**src/rtl/my_instr_fetch_pkg.sv**
```systemverilog
// Shared definitions for the MiniMIPS instruction fetch stage: opcode
// encodings, instruction field positions and the fetch FSM state encoding.
package my_instr_fetch_pkg;

    // 4-bit MiniMIPS opcodes (instr[15:12]).
    typedef enum logic [3:0] {
        OP_RTYPE = 4'h0,
        OP_ADDI  = 4'h1,
        OP_LW    = 4'h2,
        OP_SW    = 4'h3,
        OP_BEQ   = 4'h4,
        OP_BNE   = 4'h5,
        OP_J     = 4'h6
    } opcode_e;

    // Field bit positions inside a 16-bit instruction word.
    localparam int OP_MSB  = 15;
    localparam int OP_LSB  = 12;
    localparam int RS_MSB  = 11;
    localparam int RS_LSB  = 9;
    localparam int RT_MSB  = 8;
    localparam int RT_LSB  = 6;
    localparam int RD_MSB  = 5;
    localparam int RD_LSB  = 3;
    localparam int FN_MSB  = 2;
    localparam int FN_LSB  = 0;
    localparam int IMM_MSB = 5;
    localparam int IMM_LSB = 0;

    // Fetch FSM states.
    typedef enum logic [1:0] {
        S_IDLE = 2'd0,
        S_REQ  = 2'd1,
        S_HOLD = 2'd2
    } state_e;

endpackage

```
**src/rtl/my_pc_reg.sv**
```systemverilog
// Program counter register: asynchronous reset to RESET_PC, then each cycle
// either loads a new value, increments (modulo 2^PC_W) or holds.
module my_pc_reg #(
    parameter int              PC_W     = 32,
    parameter logic [PC_W-1:0] RESET_PC = '0
) (
    input  logic            clk,
    input  logic            reset,
    input  logic            load_i,
    input  logic [PC_W-1:0] load_val_i,
    input  logic            inc_i,
    output logic [PC_W-1:0] pc_o
);

    logic [PC_W-1:0] pc_q;
    logic [PC_W-1:0] pc_d;

    // Next PC: a load wins over an increment; the add wraps silently.
    always_comb begin
        // NOTE: default assignment first so every path drives pc_d and no latch is inferred.
        pc_d = pc_q;
        if (load_i) begin
            pc_d = load_val_i;
        end else if (inc_i) begin
            pc_d = pc_q + PC_W'(1);
        end
    end

    // PC state register with asynchronous active-high reset.
    always_ff @(posedge clk or posedge reset) begin
        // NOTE: non-blocking assignments so all registers update together at the edge.
        if (reset) begin
            pc_q <= RESET_PC;
        end else begin
            pc_q <= pc_d;
        end
    end

    assign pc_o = pc_q;

endmodule

```
**src/rtl/my_instr_fetch.sv**
```systemverilog
// Instruction fetch and decode-field register: requests words from
// instruction memory at PC via req/ack, captures them into an instruction
// register, and exposes the op/rs/rt/rd/funct/immediate fields.
module my_instr_fetch
    import my_instr_fetch_pkg::*;
#(
    parameter int              PC_W     = 32,
    parameter int              INSTR_W  = 16,
    parameter logic [PC_W-1:0] RESET_PC = '0
) (
    input  logic               clk,
    input  logic               reset,
    output logic               imem_req,
    output logic [PC_W-1:0]    imem_addr,
    input  logic               imem_ack,
    input  logic [INSTR_W-1:0] imem_rdata,
    input  logic               branch_taken,
    input  logic [PC_W-1:0]    branch_target,
    input  logic               id_ready,
    output logic               id_valid,
    output logic [INSTR_W-1:0] instr,
    output logic [PC_W-1:0]    pc_out,
    output logic [3:0]         opcode,
    output logic [2:0]         rs,
    output logic [2:0]         rt,
    output logic [2:0]         rd,
    output logic [2:0]         funct,
    output logic [5:0]         immediatefield
);

    state_e             state_q, state_d;
    logic [INSTR_W-1:0] instr_q, instr_d;
    logic [PC_W-1:0]    pc_out_q, pc_out_d;
    logic               valid_q, valid_d;
    logic               pc_load, pc_inc;
    logic [PC_W-1:0]    pc;

    my_pc_reg #(
        .PC_W    (PC_W),
        .RESET_PC(RESET_PC)
    ) u_pc_reg (
        .clk       (clk),
        .reset     (reset),
        .load_i    (pc_load),
        .load_val_i(branch_target),
        .inc_i     (pc_inc),
        .pc_o      (pc)
    );

    // Fetch FSM next state, capture control and request output.
    always_comb begin
        state_d  = state_q;
        instr_d  = instr_q;
        pc_out_d = pc_out_q;
        valid_d  = valid_q;
        pc_load  = 1'b0;
        pc_inc   = 1'b0;
        imem_req = 1'b0;

        case (state_q)
            S_IDLE: begin
                state_d = S_REQ;
            end
            S_REQ: begin
                imem_req = 1'b1;
                if (imem_ack) begin
                    instr_d  = imem_rdata;
                    pc_out_d = pc;
                    pc_inc   = 1'b1;
                    valid_d  = 1'b1;
                    state_d  = S_HOLD;
                end
            end
            S_HOLD: begin
                if (id_ready) begin
                    valid_d = 1'b0;
                    state_d = S_REQ;
                end
            end
            default: begin
                state_d = S_IDLE;
            end
        endcase

        // A redirect overrides everything: any same-cycle ack is dropped, the
        // held instruction is flushed, and the request is withdrawn this cycle
        // so memory sees a fresh request at the target on the next cycle.
        if (branch_taken) begin
            instr_d  = instr_q;
            pc_out_d = pc_out_q;
            valid_d  = 1'b0;
            pc_inc   = 1'b0;
            pc_load  = 1'b1;
            imem_req = 1'b0;
            state_d  = S_REQ;
        end
    end

    // FSM state, instruction register and its PC, with async reset.
    always_ff @(posedge clk or posedge reset) begin
        if (reset) begin
            state_q  <= S_IDLE;
            instr_q  <= '0;
            pc_out_q <= '0;
            valid_q  <= 1'b0;
        end else begin
            state_q  <= state_d;
            instr_q  <= instr_d;
            pc_out_q <= pc_out_d;
            valid_q  <= valid_d;
        end
    end

    assign imem_addr = pc;
    assign id_valid  = valid_q;
    assign instr     = instr_q;
    assign pc_out    = pc_out_q;

    // Decode fields are plain slices, so they only move when instr moves.
    assign opcode         = instr_q[OP_MSB:OP_LSB];
    assign rs             = instr_q[RS_MSB:RS_LSB];
    assign rt             = instr_q[RT_MSB:RT_LSB];
    assign rd             = instr_q[RD_MSB:RD_LSB];
    assign funct          = instr_q[FN_MSB:FN_LSB];
    assign immediatefield = instr_q[IMM_MSB:IMM_LSB];

endmodule

```
**config.mk**
```make
export PLATFORM = sky130hd
export DESIGN_NAME = my_instr_fetch
export DESIGN_NICKNAME = d
export VERILOG_FILES = /design/src/rtl/my_instr_fetch_pkg.sv /design/src/rtl/my_pc_reg.sv /design/src/rtl/my_instr_fetch.sv
export SDC_FILE = /design/constraint.sdc
export NUM_CORES = 1
export LEC_CHECK = 0
export ABC_CLOCK_PERIOD_IN_PS = 3750
export BUFFER_PORTS_ARGS = -buffer_cell sky130_fd_sc_hd__buf_4
export CELL_PAD_IN_SITES_DETAIL_PLACEMENT = 0
export CELL_PAD_IN_SITES_GLOBAL_PLACEMENT = 2
export CORE_MARGIN = 3
export CORE_UTILIZATION = 30
export CTS_BUF_LIST = sky130_fd_sc_hd__clkbuf_16
export DETAILED_ROUTE_END_ITERATION = 7
export GPL_TIMING_DRIVEN = 0
export PLACE_DENSITY_LB_ADDON = 0.25
export RECOVER_POWER = 25
export SLEW_MARGIN = 10
export SYNTH_ARGS = -nofsm -noshare
export SYNTH_HDL_FRONTEND = slang
export SYNTH_HIERARCHICAL = 1
export SYNTH_SLANG_ARGS = --single-unit
```
**constraint.sdc**
```tcl
create_clock -name clk -period 3.75 [get_ports clk]
set_clock_uncertainty 0.15 [all_clocks]
set_input_delay 0.375 -clock clk [delete_from_list [all_inputs] [get_ports clk]]
set_output_delay 0.375 -clock clk [all_outputs]
set_load 0.005 [all_outputs]
```
After elaboration in Yosys (flattened, before gate mapping)
Index checks and enable logic that the tools add are counted.
- logic and storage cells: 33
- bits in registers: 83
- input port bits: 53
- output and inout bits: 104
- bitwise gates (word level): 1
- multiplexer cells: 16
- equal/unequal tests: 4
- add/subtract/negate cells: 1
- reduce and logical (&&, ||, !) cells: 6
- operators by type and width (cell ; number):
    32-bit 2-to-1 mux ; 2
    32-bit by 1-bit adder with 32-bit output (second input constant) ; 1
    1-bit 2-to-1 mux ; 9
    2-bit 2-to-1 mux ; 3
    3-bit != test (second input constant) ; 2
    2-bit one-hot mux with 3 select lines ; 1
    3-bit AND reduction ; 2
    3-bit nonzero test ; 1
    2-bit by 1-bit equality test with 1-bit output (second input constant) ; 1
    2-bit equality test (second input constant) ; 1
    2-bit logical NOT ; 1
    1-bit one-hot mux with 2 select lines ; 1
    2-bit AND reduction ; 1
    2-bit nonzero test ; 1
    1-bit inverter ; 1

Longest topological paths before layout
- depth after elaboration: 5
- mapped depth: 10
- mapped depth without buffers: 6

Cells and area by module
The synthesis kept the hierarchy.
- modules (own cells, without submodules) (module ; cells an instance ; area an instance (µm²) ; instances ; sequential area each (µm²)):
    my_instr_fetch ; 140 ; 2112.0 ; 1 ; 1276.2
    my_pc_reg ; 212 ; 1871.8 ; 1 ; 800.8

Least setup slack after synthesis
Ideal clock, no wire load.
- path type: register -> register
- start: reg state_q[1]
- end: reg u_pc_reg.pc_q[20], in the netlist u_pc_reg/pc_o[20]
- required time: 3518 ps
- setup slack: 951 ps
- setup time: 82 ps
- period minus slack after synthesis: 2799 ps
- cell stages (with the launch flop): 10
- arrival: 2567 ps
- buffers on the path: 4
- cell sequence: dfrtp_1 nor3_4 buf_6 buf_6 buf_4 nand3_1 or4_4 buf_6 or4_1 a31oi_1
- cells in the longest elaborated chain, start to end: 4
- RTL lines (what ; RTL line ; RTL):
    from (decl) ; my_instr_fetch.sv:31 ; state_e state_q, state_d;
    from (signal assigned) ; my_instr_fetch.sv:107 ; state_q <= state_d;
    2-bit by 1-bit equality test with 1-bit output ; my_instr_fetch.sv:60 ; case (state_q)
    1-bit 2-to-1 mux ; my_instr_fetch.sv:60 ;
    1-bit 2-to-1 mux ; my_instr_fetch.sv:88 ; if (branch_taken) begin
    net pc_inc ; my_instr_fetch.sv:35 ; logic pc_load, pc_inc;
    2-bit nonzero test (no line) ; n/a ;
    to (signal assigned) ; my_pc_reg.sv:35 ; pc_q <= pc_d;
    to (decl) ; my_pc_reg.sv:15 ; logic [PC_W-1:0] pc_q;
The timed path passes the listed nets, and every way through them passes these cells.
A chain may end at the register's enable or synchronous reset.

Final worst setup path
- start: reg state_q[0]
- end: reg u_pc_reg.pc_q[22], in the netlist u_pc_reg/pc_o[22]
Same word-level chain as after synthesis.

==> impl_metrics.yaml <==
status:
  status: "finished, final reports clean"
setup_path:
  crit_path_start_kind: "flip-flop"
  worstSetupEndpointType: "flip-flop"
  path_class: "flip-flop to flip-flop"
  worstPathArrival_ns: 3.31
  cp_max_fo: 10
  cp.required_ns: 3.87
  reg2regPathDepth: 10
sta:
  fin_setup_tns_ns: 0
  min_period_ns: 3.19
  hold_violations: 0
  max_slew.worst_pin.slew_ns: 1.03
  slew_headroom_pct: 31.0
  setup_viol: 0
  fmax_ghz: 0.314
  period_share_pct: 85.1
  slew_viol_final: 0
  grt_setup_unrepaired: "no"
power_and_ir_drop:
  finalPower_uw: 2730
  leakage_uw: 0.00250
  ir_drop_uv: 191
  p_per_area_mw_per_mm2: 483
route:
  vias: 3333
  wl_mm: 11.0
  antenna_left: 0
  wl_per_cell_um: 15.8
  drc_errors: 0
  drt_iter0_markers: 140
  first_pass_iters: 4
  routed_via_density: 4.78
layout:
  drive_gt1_share_pct: 47.1
  finalNonFillerCells: 698
  n_antenna_cell: 0
  fillers: 1291
  nets: 575
  area_growth_pct: 41.6
global_routing:
  antenna_found_initial: 0
  grt_overflow: 0
  grt_pass1_wl_mm: 17.5
  grt_pass1_vias: 3290
  grt_max_degree: 33
  grt_use_total_pct: 15.1
floorplan:
  die_w_um: 121
  core_mm2: 0.0128
  rows: 41
  die_area_mm2: 0.0147
  io_pins: 157
  chipHeight_um: 121
  initial_core_util_pct: 31.1
clock_tree:
  htreeDepth: 3
  cts_tree: "built"
  ctsLongestPathBuffers: 2
  cts_buffers: 9
  cts.clk_slew.worst_paths_ns: 0.07
  clock-root-buffer: "clkbuf_16"
  cts_sinks: 83
  cts_resized: 0
  clkLatencyLatePin_ns: 0.34
placed_design:
  dp_cells: 681
  gp_congestion: 0.755
  hpwl_mm: 8.23
  port_buffers: 156
synth:
  synth_fp_nets: 406
  synth_cell_type_count: 38
  syn_area_per_cell_um2: 11.3
  synth_area_mm2: 0.00398
  ys_ff_latch: 83
  yosysSeqAreaShare_pct: 52.1
  netlist_instances: 352
  yosysWarnings: 6
min_path:
  hp-class: "primary input to flip-flop"
  min_path_cells: 3
run:
  drv_cap: 0
-- Yosys cell counts, drive strengths merged --
| library cell | n | share of area, % |
|---|---|---|
| buf | 32 | 6.3 |
| mux2i | 1 | 0.25 |
| nand4 | 5 | 0.94 |
| nand2 | 26 | 2.4 |
| a21o | 1 | 0.19 |
| nor4 | 4 | 0.63 |
| o31ai | 14 | 2.6 |
| or4 | 20 | 4.0 |
| a31oi | 17 | 2.7 |
| o211ai | 2 | 0.38 |
| and3 | 1 | 0.16 |
| clkinv | 1 | 0.094 |
| or3 | 5 | 0.88 |
| and4 | 3 | 0.66 |
| o21ai | 16 | 2.0 |
| clkbuf | 7 | 0.66 |
| inv | 8 | 0.75 |
| mux2 | 48 | 14 |
| or2 | 4 | 0.63 |
| nand2b | 1 | 0.16 |
| xnor2 | 9 | 2.0 |
| a21oi | 2 | 0.25 |
| ha | 1 | 0.31 |
| dfrtp | 83 | 52 |
| xor2 | 3 | 0.66 |
| nand3 | 14 | 1.9 |
| nor2 | 20 | 1.9 |
| nor3b | 1 | 0.19 |
| a2bb2oi | 1 | 0.22 |
| nor3 | 2 | 0.53 |
-- worst max-delay path, stage by stage, from the launching register on --
cell and delay (ns):
dfrtp_1 0.38, nand2_1 0.13, nor3_4 0.23, buf_6 0.20, buf_6 0.18, buf_4 0.17
nand3_1 0.20, or4_4 0.65, buf_6 0.17, or4_1 0.47, a31oi_1 0.17
-- layout by cell type (no fill, tap or decap), drive strengths merged, types with 6 or more instances in the layout --
cell type	count
dfrtp	83
nand3	14
clkinv	6
or4	20
clkbuf	57
o31ai	14
mux2	48
a31oi	17
nor2	20
nand2	26
buf	148
inv	9
o21ai	16
xnor2	9
-- cell type report --
| cell class | count | area (um2) | share of cell area, % |
|---|---|---|---|
| Inverter | 9 | 33.8 | 0.599 |
| Clock inverter | 7 | 36.3 | 0.643 |
| Multi-Input combinational cell | 221 | 1600 | 28.3 |
| Tap cell | 172 | 215 | 3.81 |
| Sequential cell | 83 | 2080 | 36.8 |
| Clock buffer | 9 | 225 | 3.99 |
| Buffer | 39 | 277 | 4.90 |
| Timing Repair Buffer | 158 | 1180 | 21.0 |
-- where the power goes --
part | switching [uW] | internal [uW]
sequential | 139 | 1060
clock | 359 | 439
combinational | 248 | 480
total | 746 | 1980
-- worst paths after layout --
check                      slack (ns)                    from                            end
hold / removal                   0.09        branch_target[2]   u_pc_reg/pc_o[2]$_DFFE_PP0P_
hold reg to reg                  0.34   pc_out[5]$_DFFE_PP0P_          pc_out[5]$_DFFE_PP0P_
setup / recovery                 0.56  state_q[0]$_DFFE_PP0P_  u_pc_reg/pc_o[22]$_DFFE_PP0P_
setup reg to reg                 0.56  state_q[0]$_DFFE_PP0P_  u_pc_reg/pc_o[22]$_DFFE_PP0P_
min in group asynchronous        0.56                   reset  u_pc_reg/pc_o[31]$_DFFE_PP0P_
max in group asynchronous        2.05                   reset         pc_out[11]$_DFFE_PP0P_
-- state kept, by name, summed over array words and instances (netlist names) --
signal         flops
pc_out            32
u_pc_reg/pc_o     32
instr             16
state_q            2
id_valid           1
-- per-layer routing --
layer  track usage [%]  wire [um]  up-vias
li1                  -          -     1601
met1              20.7       5120     1593
met2              23.1       4890      124
met3              3.59        804       15
met4              5.67        195        0
met5                 0          0        -
-- what timing repair did --
item,4_1_cts,5_1_grt
hold buffers,1,0
setup buffers,0,0
endpoints found under the hold margin,24,0
-- metrics by stage --
step	util (%)	hold WS (ns)	cell area (um2)	setup WS (ns)
floorplan	-	0.288	3980	0.951
global placement	41.9	0.322	5370	0.456
detailed placement	42.0	0.334	5390	0.419
CTS	44.1	0.0787	5660	0.524
global route	44.0	0.0815	5640	0.368
finish	44.0	0.0891	5640	0.560
-- cells by family (layout without fill, tap and decap cells) --
kind of cell	after synthesis	after routing	synth area share [%]
compound gates	53	53	8.35
xor+xnor	12	12	2.64
fa+ha+maj	1	1	0.314
buf+inv	48	222	7.79
flops	83	83	52.1
mux	49	49	13.8
simple gates	106	106	14.9
(Power assumes the default switching activity.)
